**src/rtl/fp16_pkg.sv**
```systemverilog
// Shared constants for the binary16 arithmetic units: field widths, bias,
// canonical special encodings and the divider FSM state codes.
package fp16_pkg;

  localparam int EXP_W = 5;
  localparam int MAN_W = 10;
  localparam int W     = 1 + EXP_W + MAN_W;
  localparam int BIAS  = (1 << (EXP_W - 1)) - 1;
  localparam int QI    = MAN_W + 4;  // 1 integer bit, MAN_W fraction bits, guard, round, extra

  localparam logic [15:0] QNAN = 16'h7FFF;
  localparam logic [15:0] PINF = 16'h7C00;

  localparam logic [1:0] ST_IDLE = 2'd0;
  localparam logic [1:0] ST_DIV  = 2'd1;
  localparam logic [1:0] ST_NORM = 2'd2;
  localparam logic [1:0] ST_DONE = 2'd3;

endpackage

```
**src/rtl/fp_divider_special_case.sv**
```systemverilog
// Combinational classification of an fp16 divide: flags operand combinations whose
// result does not need the mantissa datapath and supplies that result directly.
module fp_divider_special_case
  import fp16_pkg::*;
(
  input  logic [W-1:0] x,
  input  logic [W-1:0] y,
  output logic         is_special,
  output logic [W-1:0] special_result
);

  logic [EXP_W-1:0] ex, ey;
  logic [MAN_W-1:0] mx, my;
  logic             x_nan, y_nan, x_inf, y_inf, x_zero, y_zero, sign;

  assign ex = x[W-2:MAN_W];
  assign ey = y[W-2:MAN_W];
  assign mx = x[MAN_W-1:0];
  assign my = y[MAN_W-1:0];

  assign x_nan  = (&ex) & (|mx);
  assign y_nan  = (&ey) & (|my);
  assign x_inf  = (&ex) & ~(|mx);
  assign y_inf  = (&ey) & ~(|my);
  // Subnormals are flushed, so an all-zero exponent means zero regardless of mantissa.
  assign x_zero = ~(|ex);
  assign y_zero = ~(|ey);
  assign sign   = x[W-1] ^ y[W-1];

  always_comb begin
    is_special     = 1'b1;
    special_result = QNAN;
    if (x_nan | y_nan) begin
      special_result = QNAN;
    end else if ((x_inf & y_inf) | (x_zero & y_zero)) begin
      special_result = QNAN;
    end else if (x_inf | y_zero) begin
      special_result = {sign, PINF[W-2:0]};
    end else if (y_inf | x_zero) begin
      special_result = {sign, {(W-1){1'b0}}};
    end else begin
      is_special     = 1'b0;
      special_result = {W{1'b0}};
    end
  end

endmodule

```
**src/rtl/fp_divider.sv**
```systemverilog
// Iterative fp16 divider: restoring radix-2 mantissa division, one quotient bit
// per cycle, then a single normalise/round-to-nearest-even cycle.
module fp_divider
  import fp16_pkg::*;
(
  input  logic         clk,
  input  logic         reset,
  input  logic         start,
  input  logic [W-1:0] x,
  input  logic [W-1:0] y,
  output logic         busy,
  output logic         done,
  output logic [W-1:0] r,
  output logic         negative,
  output logic         zero,
  output logic         overflow,
  output logic         cout
);

  localparam int RW = MAN_W + 2;
  localparam int EW = EXP_W + 2;
  localparam int CW = $clog2(QI);
  localparam logic signed [EW-1:0] E_MAX  = EW'((1 << EXP_W) - 1);
  localparam logic signed [EW-1:0] E_ZERO = '0;

  logic [1:0]       state_reg;
  logic             sign_reg;
  logic [EXP_W-1:0] ex_reg, ey_reg;
  logic [MAN_W:0]   div_reg;
  logic [RW-1:0]    rem_reg;
  logic [QI-1:0]    q_reg;
  logic [CW-1:0]    cnt_reg;
  logic             special_reg;
  logic [W-1:0]     special_result_reg;
  logic [W-1:0]     r_reg;

  logic             is_special;
  logic [W-1:0]     special_result;

  fp_divider_special_case u_special (
    .x              (x),
    .y              (y),
    .is_special     (is_special),
    .special_result (special_result)
  );

  // Compare-then-shift: the first quotient bit is the integer bit of mx/my.
  logic [RW-1:0] div_ext, rem_sub, rem_next;
  logic          rem_ge;

  assign div_ext  = {1'b0, div_reg};
  assign rem_ge   = rem_reg >= div_ext;
  assign rem_sub  = rem_ge ? (rem_reg - div_ext) : rem_reg;
  assign rem_next = {rem_sub[RW-2:0], 1'b0};

  logic                   adj, guard, round_bit, sticky_bit, round_up, carry;
  logic [QI-1:0]          q_norm;
  logic [MAN_W-1:0]       mant;
  logic [MAN_W:0]         mant_sum;
  logic signed [EW-1:0]   e_val;
  logic [W-1:0]           norm_result;

  assign adj        = ~q_reg[QI-1];
  assign q_norm     = adj ? {q_reg[QI-2:0], 1'b0} : q_reg;
  assign mant       = q_norm[QI-2 -: MAN_W];
  assign guard      = q_norm[2];
  assign round_bit  = q_norm[1];
  assign sticky_bit = q_norm[0] | (|rem_reg);
  assign round_up   = guard & (round_bit | sticky_bit | mant[0]);
  assign mant_sum   = {1'b0, mant} + {{MAN_W{1'b0}}, round_up};
  assign carry      = mant_sum[MAN_W];
  assign e_val      = EW'(ex_reg) - EW'(ey_reg) + EW'(BIAS) - EW'(adj) + EW'(carry);

  always_comb begin
    norm_result = {sign_reg, e_val[EXP_W-1:0], mant_sum[MAN_W-1:0]};
    if (special_reg) begin
      norm_result = special_result_reg;
    end else if (e_val >= E_MAX) begin
      norm_result = {sign_reg, PINF[W-2:0]};
    end else if (e_val <= E_ZERO) begin
      norm_result = {sign_reg, {(W-1){1'b0}}};
    end
  end

  always_ff @(posedge clk or posedge reset) begin
    if (reset) begin
      state_reg          <= ST_IDLE;
      sign_reg           <= 1'b0;
      ex_reg             <= '0;
      ey_reg             <= '0;
      div_reg            <= '0;
      rem_reg            <= '0;
      q_reg              <= '0;
      cnt_reg            <= '0;
      special_reg        <= 1'b0;
      special_result_reg <= '0;
      r_reg              <= '0;
    end else begin
      case (state_reg)
        ST_IDLE: begin
          if (start) begin
            sign_reg           <= x[W-1] ^ y[W-1];
            ex_reg             <= x[W-2:MAN_W];
            ey_reg             <= y[W-2:MAN_W];
            div_reg            <= {1'b1, y[MAN_W-1:0]};
            rem_reg            <= {1'b0, 1'b1, x[MAN_W-1:0]};
            q_reg              <= '0;
            cnt_reg            <= '0;
            special_reg        <= is_special;
            special_result_reg <= special_result;
            state_reg          <= is_special ? ST_NORM : ST_DIV;
          end
        end
        ST_DIV: begin
          rem_reg <= rem_next;
          q_reg   <= {q_reg[QI-2:0], rem_ge};
          cnt_reg <= cnt_reg + 1'b1;
          if (cnt_reg == CW'(QI - 1)) begin
            state_reg <= ST_NORM;
          end
        end
        ST_NORM: begin
          r_reg     <= norm_result;
          state_reg <= ST_DONE;
        end
        default: begin
          state_reg <= ST_IDLE;
        end
      endcase
    end
  end

  assign busy     = state_reg != ST_IDLE;
  assign done     = state_reg == ST_DONE;
  assign r        = r_reg;
  assign negative = r_reg[W-1];
  assign zero     = ~(|r_reg[W-2:0]);
  assign overflow = &r_reg[W-2:MAN_W];
  assign cout     = 1'b0;

endmodule

```
**config.mk**
```make
export PLATFORM = sky130hd
export DESIGN_NAME = fp_divider
export DESIGN_NICKNAME = d
export VERILOG_FILES = /design/src/rtl/fp16_pkg.sv /design/src/rtl/fp_divider_special_case.sv /design/src/rtl/fp_divider.sv
export SDC_FILE = /design/constraint.sdc
export NUM_CORES = 1
export LEC_CHECK = 0
export ABC_AREA = 1
export CELL_PAD_IN_SITES_DETAIL_PLACEMENT = 0
export CELL_PAD_IN_SITES_GLOBAL_PLACEMENT = 1
export CORE_ASPECT_RATIO = 2
export CORE_MARGIN = 2
export CORE_UTILIZATION = 41
export CTS_CLUSTER_DIAMETER = 80
export DETAILED_ROUTE_END_ITERATION = 10
export PLACE_DENSITY_LB_ADDON = 0.25
export SLEW_MARGIN = 20
export SYNTH_ARGS = -nofsm -noshare
export SYNTH_HDL_FRONTEND = slang
export SYNTH_SLANG_ARGS = --single-unit
```
**constraint.sdc**
```tcl
create_clock -name clk -period 3.99 [get_ports clk]
set_input_delay 0.798 -clock clk [delete_from_list [all_inputs] [get_ports clk]]
set_output_delay 0.798 -clock clk [all_outputs]
set_load 0.05 [all_outputs]
```
Word-level counts from Yosys, hierarchy flattened. Cells that the tools add are included.

Bits in registers: 87. Input port bits: 35. Output and inout bits: 22.

$add $sub $neg: 7. $lt $le $gt $ge: 3. Equality and inequality tests: 6. Multiplexer cells: 23. Bitwise gates (word level): 21. Reductions and logical operators: 15.

Operator list (number): $mux W16 (5); $mux W15 (2); $pmux W14 S2 (1); $pmux W12 S2 (1); $reduce_or A10 Y1 (2); $reduce_and A5 Y1 (3); $reduce_or A15 Y1 (1); $mux W14 (1); $mux W13 (1); $ge A12 B11 Y1 (1); $mux W12 (1); $reduce_or A12 Y1 (1); $add A10 B1 Y11 (1); $mux W11 (1); $sub A11 B11 Y11 (1); $reduce_or A5 Y1 (2); $pmux W4 S2 (1); $add A6 B5 Y7 const B (1); $add A7 B1 Y7 (1); $and A1 B1 Y1 (7); $ge A7 B6 Y1 const B (1); $le A7 B1 Y1 const B (1); $or A1 B1 Y1 (7); $sub A7 B1 Y7 (1); other kinds (15) (30).

Longest topological paths before layout.
Depth in word-level cells: 11. Mapped depth: 24. Depth with buffers taken out: 23.

Modules after synthesis. From an unflattened synthesis, not the netlist that was laid out.

Cells, all modules: 780. Area total of the unflattened synthesis: 5664.2 sq um.

By module, submodules not included: fp_divider (times used 1, cells an instance 710, area each 5316.3 sq um); fp_divider_special_case (times used 1, cells an instance 70, area each 347.8 sq um).

Worst setup path after synthesis. Ideal clock, no wire load.

Path kind: flip-flop to flip-flop. Start point: register q_reg[13]. End point: register r_reg[8], in the netlist r[8]. Data arrival time: 3.317 ns. Data required time: 3.870 ns. Path slack: 0.553 ns. Cell stages (with the launch flop): 23. Buffers on the path: 2. Clock period less this slack: 3.437 ns. Path through: dfrtp_1 > buf_4 > nand2_1 > o21ai_0 > nand2_1 > inv_1 > ha_1 > nand2_1 > nor2_2 > nand3_1 > nor2_1 > fa_1 > ha_1 > fa_1 > xnor2_1 > nand2_1 > nor3_1 > nand3_1 > nand2_1 > buf_2 > nor2_1 > nor2_1 > nor2_1.

Cells in the longest elaborated chain, start to end: 11. Elaborated cells on any way between the ends: 14. Classes of those cells: 3 x add/sub; 2 x order compare; 4 x mux; 5 x bitwise.

Ends and longest elaborated chain: start, declared (line fp_divider.sv:31) `logic [QI-1:0] q_reg;`; start signal, assigned (line fp_divider.sv:116) `q_reg <= {q_reg[QI-2:0], rem_ge};`; $mux W13 (line fp_divider.sv:64) `assign q_norm = adj ? {q_reg[QI-2:0], 1'b0} : q_reg;`; $or A1 B1 Y1 (line fp_divider.sv:68) `assign sticky_bit = q_norm[0] | (|rem_reg);`; $or A1 B1 Y1 (2 in series) (line fp_divider.sv:69) `assign round_up = guard & (round_bit | sticky_bit | mant[0]);`; $and A1 B1 Y1 (line fp_divider.sv:69); $add A10 B1 Y11 (line fp_divider.sv:70) `assign mant_sum = {1'b0, mant} + {{MAN_W{1'b0}}, round_up};`; $add A7 B1 Y7 (line fp_divider.sv:72) `assign e_val = EW'(ex_reg) - EW'(ey_reg) + EW'(BIAS) - EW'(adj) + EW'(carry);`; $le A7 B1 Y1 (line fp_divider.sv:80) `end else if (e_val <= E_ZERO) begin`; $mux W15 (line fp_divider.sv:80); $mux W15 * (line fp_divider.sv:78) `end else if (e_val >= E_MAX) begin`; $mux W16 * (line fp_divider.sv:76) `if (special_reg) begin`; end signal, assigned (line fp_divider.sv:123) `r_reg <= norm_result;`; end, declared (line fp_divider.sv:35) `logic [W-1:0] r_reg;`.

Every way passes the cells marked *; elsewhere a longest branch is shown, timed or not. A chain may end at the register's enable or synchronous reset.

Final worst setup path.
Start point: register q_reg[13]. End point: register r_reg[12], in the netlist r[12].

Cells in the longest elaborated chain, start to end: 11. Elaborated cells on any way between the ends: 14. Classes of those cells: 3 x add/sub; 2 x order compare; 4 x mux; 5 x bitwise.

Ends and longest elaborated chain (line): $mux W13 (fp_divider.sv:64); $or A1 B1 Y1 (fp_divider.sv:68); $or A1 B1 Y1 (2 in series) (fp_divider.sv:69); $and A1 B1 Y1 (fp_divider.sv:69); $add A10 B1 Y11 (fp_divider.sv:70); $add A7 B1 Y7 * (fp_divider.sv:72); $le A7 B1 Y1 (fp_divider.sv:80); $mux W15 (fp_divider.sv:80); $mux W15 * (fp_divider.sv:78); $mux W16 * (fp_divider.sv:76).

Marks and branches as above.

==> summary.txt <==
Worst hold path
  – Worst Hold End: div_reg[10]$_DFFE_PP0P_
  – Hold Crit Class: flop to flop
  – Hold path cells: 2
  – Worst hold start: div_reg[10]$_DFFE_PP0P_

Detailed routing
  – DR vias: 4,609
  – Wire length on met1: around 4.5 mm
  – Uppermost layer routed: met4
  – Wire length on met3: between 300 and 400 um
  – DR iter-0 viols: 164
  – Met2 WL: 7.65 mm
  – DRT antenna net count: 0
  – DR pass1 iterations: 4
  – Final WL: 13.3 mm
  – WL/cell: between 10 and 15 um
  – DRC violations left: 0
  – Via density: 5.13

Setup path
  – Most common cell on crit path: nand2_1
  – WP data arrival: between 3 and 4 ns
  – R2r startpoint: q_reg[13]$_DFFE_PP0P_
  – Reg2reg setup slack: 0.44 ns
  – Crit Path Class: flop to flop
  – Buf+Inv Stages, Crit Path: 2
  – Max incr delay on CP: between 0.4 and 0.5 ns
  – Largest fanout on the critical path: 11
  – Worst path slowest cell: dfrtp_1
  – R2R Path End: r[12]$_DFFE_PP0N_
  – Worst R2R Path Depth: 20
  – WP data required: about 4.2 ns
  – Worst path cell trace: nand2_1, o21ai_0, nand2_1, inv_1, ha_1, nand2_1, nor2_2, nand3_1, nor2_1, fa_1, ha_1, fa_1, xnor2_1, nand2_1, nor3_1, nand3_1, nand2_2, inv_1, a21oi_1, nor2_1
  – CP delay by family, top: adder cells
  – Crit path capture type: flop
  – CP Launch Type: flop

Timing
  – Max_slew headroom: 0.386
  – Setup Skew: ~0.010 ns
  – Post-layout min period: around 3.5 ns
  – Finish-stage setup viols: 0
  – Total negative slack: 0 ns
  – Actual slew at the worst max-slew pin: ~0.9 ns
  – Max Clk Rate: around 280 MHz
  – Final Cycle Share: 0.889
  – Final hold violations: 0
  – RSZ-0062 raised after global routing: no
  – Final slew viol count: 0

Floorplanning
  – Die ar.: roughly 13,000 sq um
  – DIE HEIGHT: around 160 um
  – Core area: approximately 12,000 sq um
  – Boundary Pins: between 50 and 60
  – Effective utilization at floorplan: 0.421
  – Rows: between 50 and 60
  – Die X: a little over 80 um

Status
  – Status: finished clean

Cells and area
  – Most frequent cells in the layout: nand2_1 (172), nor2_1 (99), inv_1 (98)
  – Sequential cell area: between 1500 and 2000 sq um
  – Post-layout nets: just over 800
  – Area Overhead vs Synth: 20.4%
  – Fill cells: 1,173
  – Final instance area: ~5900 sq um
  – Most common cell after layout, fill and taps aside: nand2_1
  – Max FFs per register: 16
  – Layout cells sized above 1: 0.0452
  – Area occupied by multi-input gates: between 2000 and 3000 sq um
  – Final antenna diode count: 0

Clocking
  – CTS Buffer Depth: 2
  – CTS sink cnt: 74
  – TritonCTS clock tree: built
  – CTS Hold Bufs: 0
  – CTS buffer count: 9
  – Worst-Skew Late Latency: ~0.35 ns
  – Reg clk slew, reported paths: 0.06 ns
  – H-tree depth: 3
  – Post-CTS Setup Repair Bufs: 0
  – CTS root buffer: clkbuf_16

Synth
  – Synth unique cells: 35
  – Synth Area per Inst: between 7 and 8 sq um
  – Post-synthesis sequential area ratio: 0.376
  – Post-Syn Area: 4930 sq um
  – Synthesized flop and latch total: 74
  – Synth warn: 0
  – Gate Count Post-Synth: roughly 690
  – Syn Nets: between 700 and 800

Placed design
  – Port-buffer cells: 55
  – DP HPWL: ~11 mm
  – Placed cell area: 5620 sq um
  – GPL Wtd Cong: approximately 0.94

Global route
  – Vias in the first global route: 4,843
  – Gr ovfl total: 0
  – Total Routing Usage GR: 0.224
  – First-pass GRT wire length: around 22 mm
  – Initial antenna violation count: 0
  – Largest net degree at the start of global routing: 43

Run
  – Max_cap viols: 0
==> cell usage after synthesis, drive strengths merged <==
cell / number / area, sq um
nor4: 2 / 12.5
fa: 4 / 80.1
xnor2: 5 / 43.8
or2: 1 / 6.26
o21bai: 3 / 22.5
nand4: 18 / 113
ha: 28 / 350
o22ai: 16 / 100
nor3: 8 / 45.0
nand3: 43 / 230
nand2: 173 / 649
a22oi: 1 / 7.51
a21boi: 1 / 7.51
conb: 1 / 3.75
buf: 9 / 63.8
a21o: 1 / 7.51
nor2: 102 / 390
o21a: 1 / 7.51
clkinv: 4 / 15.0
nand3b: 3 / 22.5
a21oi: 39 / 210
dfrtp: 74 / 1850
inv: 99 / 372
xor2: 9 / 78.8
o21ai: 41 / 205
clkbuf: 8 / 30.0
==> worst min-delay path: cells and delay by family (launching register included) <==
family / cells / cell delay [ns]
flip-flops: 1 / 0.33
buffers and inverters: 1 / 0.05
AND/OR/NAND/NOR: 1 / 0.05
==> stage by stage <==
stage	utilization	worst slack (ns)	instances	hold slack [ns]
floorplan	-	0.553	694	0.426
global placement	0.480	0.459	882	0.440
detailed placement	0.480	0.344	882	0.452
CTS	0.507	0.330	898	0.469
global route	0.507	0.0742	898	0.505
finish	0.507	0.445	898	0.465
==> cell families after synthesis <==
| group | after synthesis | share of synthesized area |
|---|---|---|
| and+or+nand+nor | 350 | 0.298 |
| buffers and inverters | 120 | 0.0975 |
| AOI/OAI and AO/OA | 103 | 0.115 |
| DFF | 74 | 0.376 |
| adders and majority gates | 32 | 0.0874 |
| xor gates and xnor gates | 14 | 0.0249 |
| other | 1 | 0.000761 |
==> how the worst max path moves through the flow <==
stage | from | slack, ns | cells after the start | end
global placement | q_reg[13]$_DFFE_PP0P_ | 0.46 | 20 | r[12]$_DFFE_PP0N_
finish | q_reg[13]$_DFFE_PP0P_ | 0.44 | 20 | r[12]$_DFFE_PP0N_
detailed placement | q_reg[13]$_DFFE_PP0P_ | 0.34 | 20 | r[12]$_DFFE_PP0N_
CTS | q_reg[13]$_DFFE_PP0P_ | 0.33 | 20 | r[12]$_DFFE_PP0N_
floorplan | q_reg[13]$_DFFE_PP0P_ | 0.55 | 22 | r[8]$_DFFE_PP0N_
global route | q_reg[13]$_DFFE_PP0P_ | 0.07 | 20 | r[3]$_DFFE_PP0N_
==> per-layer routing <==
metal,vias up,GRT usage
li1,2331,-
met3,36,0.0363
met4,0,0.144
met1,2138,0.206
met5,-,0
met2,104,0.423
==> area by class of cell <==
cell class / instances / share of cell area
clock inverter: 6 / 0.0124
tap: 145 / 0.0306
clock buffer: 10 / 0.0403
timing repair buffer: 60 / 0.101
sequential: 74 / 0.312
multi-input combinational: 500 / 0.438
inverter: 103 / 0.0652
==> what timing repair did <==
action	CTS	global route
resized for setup	0	1
setup endpoints to repair	0	1
hold endpoints to repair	0	0
Power is left out: the tool's default activity adds up to more than one toggle a clock period on the data nets, which glitch-free logic cannot reach.
